==> config.mk <==
export PLATFORM = sky130hd
export DESIGN_NAME = seg_hex_frame
export DESIGN_NICKNAME = d
export VERILOG_FILES = /design/src/rtl/seg_hex_frame.sv
export SDC_FILE = /design/constraint.sdc
export NUM_CORES = 1
export LEC_CHECK = 0
export CAP_MARGIN = 20
export CORE_UTILIZATION = 42
export CTS_BUF_LIST = sky130_fd_sc_hd__clkbuf_8
export CTS_CLUSTER_DIAMETER = 30
export DETAILED_ROUTE_END_ITERATION = 10
export HOLD_SLACK_MARGIN = 0.15
export PLACE_DENSITY_LB_ADDON = 0.15
export SYNTH_ARGS = -nofsm -noshare
export SYNTH_HDL_FRONTEND = slang
export SYNTH_SLANG_ARGS = --single-unit
==> constraint.sdc <==
create_clock -name CLK -period 8.47 [get_ports CLK]
set_input_delay 2.541 -clock CLK [delete_from_list [all_inputs] [get_ports CLK]]
set_output_delay 2.541 -clock CLK [all_outputs]
set_load 0.05 [all_outputs]
==> src/rtl/seg_hex_frame.sv <==
// Hex-to-seven-segment frame builder: captures a 32-bit value, decodes one digit per cycle
// (MSB first) into a shadow frame, then publishes it with a one-cycle FRAME_VALID strobe.
// Optional leading-zero blanking is enabled by defining SEG_HEX_FRAME_LZB_EN.
module seg_hex_frame (
   input  logic        CLK,
   input  logic        RST,
   input  logic        IN_VALID,
   output logic        IN_READY,
   input  logic [31:0] IN_VALUE,
   input  logic [7:0]  IN_DP,
   output logic [63:0] FRAME,
   output logic        FRAME_VALID
);

   localparam logic [63:0] IDLE_FRAME = 64'h0101_0101_0101_0101;

   typedef enum logic [1:0] {
      ST_IDLE,
      ST_CONV,
      ST_DONE
   } state_t;

   state_t      state_q, state_d;
   logic [2:0]  cnt_q, cnt_d;
   logic [31:0] val_q, val_d;
   logic [7:0]  dp_q, dp_d;
   logic [63:0] shadow_q, shadow_d;
   logic [63:0] frame_q, frame_d;
   logic        fv_q, fv_d;
`ifdef SEG_HEX_FRAME_LZB_EN
   logic        nz_q, nz_d;
`endif

   logic [3:0]  nib;
   logic [6:0]  seg_raw;
   logic [7:0]  seg_byte;

   // Segments upper..center (bits 7..1 of the digit byte); the dot is appended separately.
   function automatic logic [6:0] hex_seg(input logic [3:0] n);
      logic [6:0] s;
      case (n)
         4'h0: s = 7'b1111110;
         4'h1: s = 7'b0110000;
         4'h2: s = 7'b1101101;
         4'h3: s = 7'b1111001;
         4'h4: s = 7'b0110011;
         4'h5: s = 7'b1011011;
         4'h6: s = 7'b1011111;
         4'h7: s = 7'b1110000;
         4'h8: s = 7'b1111111;
         4'h9: s = 7'b1111011;
         4'hA: s = 7'b1110111;
         4'hB: s = 7'b0011111;
         4'hC: s = 7'b1001110;
         4'hD: s = 7'b0111101;
         4'hE: s = 7'b1001111;
         default: s = 7'b1000111;
      endcase
      return s;
   endfunction

   always_ff @(posedge CLK or posedge RST) begin
      if (RST) begin
         state_q  <= ST_IDLE;
         cnt_q    <= 3'd7;
         val_q    <= 32'h0;
         dp_q     <= 8'h0;
         shadow_q <= 64'h0;
         frame_q  <= IDLE_FRAME;
         fv_q     <= 1'b0;
`ifdef SEG_HEX_FRAME_LZB_EN
         nz_q     <= 1'b0;
`endif
      end else begin
         state_q  <= state_d;
         cnt_q    <= cnt_d;
         val_q    <= val_d;
         dp_q     <= dp_d;
         shadow_q <= shadow_d;
         frame_q  <= frame_d;
         fv_q     <= fv_d;
`ifdef SEG_HEX_FRAME_LZB_EN
         nz_q     <= nz_d;
`endif
      end
   end

   always_comb begin
      state_d  = state_q;
      cnt_d    = cnt_q;
      val_d    = val_q;
      dp_d     = dp_q;
      shadow_d = shadow_q;
      frame_d  = frame_q;
      fv_d     = 1'b0;
`ifdef SEG_HEX_FRAME_LZB_EN
      nz_d     = nz_q;
`endif
      nib      = val_q[{cnt_q, 2'b00} +: 4];
      seg_raw  = hex_seg(nib);
      seg_byte = {seg_raw, dp_q[cnt_q]};

      case (state_q)
         ST_IDLE: begin
            if (IN_VALID) begin
               val_d   = IN_VALUE;
               dp_d    = IN_DP;
               cnt_d   = 3'd7;
`ifdef SEG_HEX_FRAME_LZB_EN
               nz_d    = 1'b0;
`endif
               state_d = ST_CONV;
            end
         end
         ST_CONV: begin
`ifdef SEG_HEX_FRAME_LZB_EN
            // Blank while no nonzero digit has been seen yet; digit 0 always shows.
            if (!nz_q && (nib == 4'h0) && (cnt_q != 3'd0)) begin
               seg_byte = {7'b0, dp_q[cnt_q]};
            end
            nz_d = nz_q | (nib != 4'h0);
`endif
            shadow_d[{cnt_q, 3'b000} +: 8] = seg_byte;
            if (cnt_q == 3'd0) begin
               state_d = ST_DONE;
            end else begin
               cnt_d = cnt_q - 3'd1;
            end
         end
         ST_DONE: begin
            frame_d = shadow_q;
            fv_d    = 1'b1;
            state_d = ST_IDLE;
         end
         default: state_d = ST_IDLE;
      endcase
   end

   assign IN_READY    = (state_q == ST_IDLE);
   assign FRAME       = frame_q;
   assign FRAME_VALID = fv_q;

endmodule
## Word-level counts from Yosys, hierarchy flattened

Memory sizes are Yosys's and may differ from the RTL's.
Cells that the tools add are included.

- Add/subtract/negate cells: 2
- $lt $le $gt $ge: 1
- Shifts and indexed selects: 3
- Reductions and logical operators: 6
- Multiplexer cells: 10
- Equality and inequality tests: 5

Operators by type and width:

| kind | number |
|---|---|
| bitwise mux 64 bit | 1 |
| variable shift 8 x 8 -> 64 bit (first input constant) | 1 |
| variable part select 8 x 8 -> 64 bit | 1 |
| variable part select 32 x 6 -> 4 bit | 1 |
| negation 6 -> 8 bit | 1 |
| 2-to-1 mux 3 bit | 2 |
| != test 2 bit (second input constant) | 3 |
| case mux 3 bit (2 select lines) | 1 |
| < comparator 3 x 4 -> 1 bit (second input constant) | 1 |
| 2-to-1 mux 2 bit | 2 |
| case mux 2 bit (2 select lines) | 1 |
| AND reduction 2 bit | 2 |
| binary-select mux 1 bit (select 3 bit) | 1 |
| zero test 3 bit | 1 |
| AND reduction 3 bit | 1 |
| subtractor 3 x 1 -> 3 bit (second input constant) | 1 |
| equality test 2 x 1 -> 1 bit (second input constant) | 1 |
| equality test 2 bit (second input constant) | 1 |
| zero test 2 bit | 1 |
| 2-to-1 mux 1 bit | 2 |
| nonzero test 2 bit | 1 |

- Bits in read-only memories: 112
- Bits of input ports: 43
- Memories kept: 1
- Output and inout bits: 66
- Logic and storage cells: 35
- Register bits: 174

Memories:

| name | depth | bits a word | read ports | clocked after Yosys merged registers in | wr ports | RTL line | source |
|---|---|---|---|---|---|---|---|
| (no name shown) | 16 | 7 | 1 | 0 | 0 | 41 | `case (n)` |

## Logic depth before layout (Yosys ltp)

- Depth in word-level cells: 4
- Gate-level depth with buffers: 10
- Gate-level depth less buffers: 8

## Worst setup path after synthesis

No wires, ideal clock.

- Path type: register to output
- Start: register state_q[0]
- End: output IN_READY
- Data required time: 5.929 ns
- Slack: 4.745 ns
- Path buffers: 1
- Cell stages (with the launch flop): 3
- Arrival time: 1.184 ns
- Cell sequence: dfrtp_1 clkbuf_1 nor2_1

- Cells in the longest elaborated chain, start to end: 1

RTL lines:

| element | RTL line | source |
|---|---|---|
| start, declared | 23 | `state_t state_q, state_d;` |
| start signal, assigned | 75 | `state_q <= state_d;` |
| zero test 2 bit | 139 | `assign IN_READY = (state_q == ST_IDLE);` |
| end, declared | 8 | `output logic IN_READY,` |

No other way between the ends.

## Worst setup path after layout

Same ends and word-level chain as after synthesis.

==> run metrics <==
Post-CTS Setup Inserts=0; Max-slew headroom=33.7%; Leakage=approximately 4.2 nW; Non-Filler Instances=971; post-cts resize count=0; placed cell count=939; Diodes inserted=0; die footprint=17900 um2; most common cell after layout, fill and taps aside=nand2_1; Remaining Overflow, GRT=0; buffer depth of the longest clock path=2; htree depth=4; Detail Placement HPWL=10.3 mm; CP arrival=roughly 2 ns; synthesized area=7310 um2; first-pass GRT wire length=25.5 mm; Top Ports=109; grt peak-use layer=met2; Synth cell types=43; most frequent cells in the layout=nand2_1, dfrtp_1, clkdlybuf4s50_1; met2 Resource Use GR=roughly 29%; Final Cycle Share=approximately 53%; starting density of the core=43.6%; Post-CTS Hold Fix Bufs=0; GRT Util Overall=a little under a fifth; drt wl/cell=between 15 and 20 um; top cell type's share of synthesized area=a little under three fifths; vias after detailed routing=4887; Root Driver=clkbuf_8; Detail Route Antenna Nets=0; largest family of logic cells by synthesized area=simple AND/OR/NAND/NOR gates; Post-Synth Adder-Cell Area=2.05%; fin util=between 50% and 60%; Cell Rows=between 40 and 50; min-delay src=FRAME[32]; GRT met1 Usage=around a quarter; Slew @ Worst Pin=0.992 ns; worst hold path class=reg2reg; Synthesized Nets=698; r2r worst-path depth=8; syn_area_per_cell=11.4 um2; WHS Path Cells=2; crit path max fanout=7; NetSw=1.69 mW; setup TNS=0 ns; post-synth top area cell=dfrtp_1; Die H=134 um; Pwr Density=425 nW/um2; CTS Buf Count=17; FF-to-FF End=shadow_q[3]; Area growth syn-to-layout=22.0%; critical path class=reg2out; fill count=about 1500; Max Fclk=222 MHz; worst hold slack=0.461 ns; run status=completed; largest net degree at the start of global routing=121; clk sinks=174; RSZ-0062 raised after global routing=no; Worst setup SP type=flip-flop; Combinational Power Share=50.5%; met3 Use GR=around 3.5%; Fin. Hold Viols=0; DP Area=8540 um2; fin. max-slew vios=0; vias in the first global route=5000; xor and xnor fraction of the mapped netlist area=0.120%; gate count of the mapped netlist=643; mux cell area share after synthesis=13.3%; CP Launch Point=state_q[0]; vias per inst=5.03; Worst Clk Skew=roughly 0.010 ns; flops & latches, synth=roughly 170; DRT Pass-1 Iters=5; Pint=2.10 mW; post-route cell area=8920 um2; top cells by area, synth=dfrtp_1, nand2_1, mux2_2; Reg2Reg Launch Point=cnt_q[0]; Req. time, crit path=5.93 ns; IO Port Bufs=approximately 110; Clk network pwr share=13.8%; Hold Path End=FRAME[32]; yosys warns=0; Period minus WS final=~4.5 ns; Post-Route WL=15.4 mm; Placer Congestion=0.744; Synth Area in Compound Gates=under 10%; initial antenna violation count=0; ratio of cells with drive above 1 in the final layout=between 15 and 20%; Worst-path clk slew=roughly 0.08 ns; TritonCTS clock tree=yes; clock latency on the worst-skew pair=0.46 ns; reg-to-reg slack, setup=5.11 ns; Final nets=794; DRC errors left=0; Setup-failing EPs final=0; sw frac=44.6%; Seq/Total Area, Yosys=59.7%; Worst setup EP type=primary output; Die X=roughly 130 um; Flop pwr share=35.7%; 1st-iter DRT viols=approximately 260; core area=16800 um2; VDD IR-drop max=approximately 0.26 mV; simple-gate share of the synthesized area=15.1%; maxcap violations=0
[layout make-up]
class,count,area (um2),area share (%)
Sequential cell,174,4370,49.0
Clock inverter,13,100,1.12
Inverter,13,53.8,0.603
Timing Repair Buffer,112,1130,12.7
Multi-Input combinational cell,421,2740,30.7
Clock buffer,18,248,2.78
Tap cell,220,275,3.09
[power by group through the flow]
| stage | logic (mW) | registers (mW) | clock network (mW) |
|---|---|---|---|
| after floorplan | 1.09 | 1.61 | 0 |
| final | 1.91 | 1.35 | 0.522 |
| after detailed placement | 1.91 | 1.37 | 0 |
| after global routing | 2.03 | 1.40 | 0.566 |
| after CTS | 1.92 | 1.35 | 0.537 |
| after global placement | 1.88 | 1.35 | 0 |
[registers in the layout (all words and copies together), names as in the netlist]
name / flops
FRAME: 64
shadow_q: 64
val_q: 32
dp_q: 8
cnt_q: 3
state_q: 2
FRAME_VALID: 1
[layer usage]
layer / part of all wire (%) / up-vias
met2: 47 / 111
met3: 4.2 / 16
met4: 1.2 / 0
met5: 0 / -
li1: - / 2345
met1: 48 / 2415
[critical path: stages (launching register included)]
cell and delay, ns:
dfrtp_1 0.45, nor2_1 0.21, clkdlybuf4s50_1 0.84
[stage by stage]
stage / power (mW) / worst slack [ns]
6_report: 3.79 / 3.97
5_1_grt: 4.00 / 3.89
4_1_cts: 3.81 / 3.95
3_5_place_dp: 3.29 / 3.85
3_3_place_gp: 3.23 / 3.91
2_1_floorplan: 2.70 / 1.23
[synthesized netlist by cell type, drive strengths merged]
library cell / number
a211o: 1
a211oi: 1
a21oi: 9
a22o: 12
a22oi: 1
a31o: 4
a31oi: 1
a32o: 12
and2: 2
and3: 1
buf: 12
clkbuf: 23
dfrtp: 163
dfstp: 11
ha: 12
inv: 13
mux2: 52
mux2i: 12
mux4: 10
nand2: 208
nand2b: 1
nand3: 11
nand3b: 1
nor2: 26
nor2b: 7
nor3: 2
nor3b: 3
nor4: 1
o21ai: 14
o31ai: 9
or2: 5
or3: 2
xnor2: 1
[cells by family after synthesis]
kind of cell | count (synthesis)
AND/OR/NAND/NOR | 270
flip-flops | 174
multiplexers | 74
AO/OA/AOI/OAI | 64
buffers and inverters | 48
adder cells (fa/ha/maj) | 12
XOR/XNOR | 1
[how the worst max path moves through the flow]
stage                              end  slack (ns)
final                         IN_READY        3.97
after global routing          IN_READY        3.89
after CTS                     IN_READY        3.95
after detailed placement  shadow_q[26]        3.85
after global placement    shadow_q[25]        3.91
after floorplan              FRAME[10]        1.23
Power figures use the tool's default switching activity.
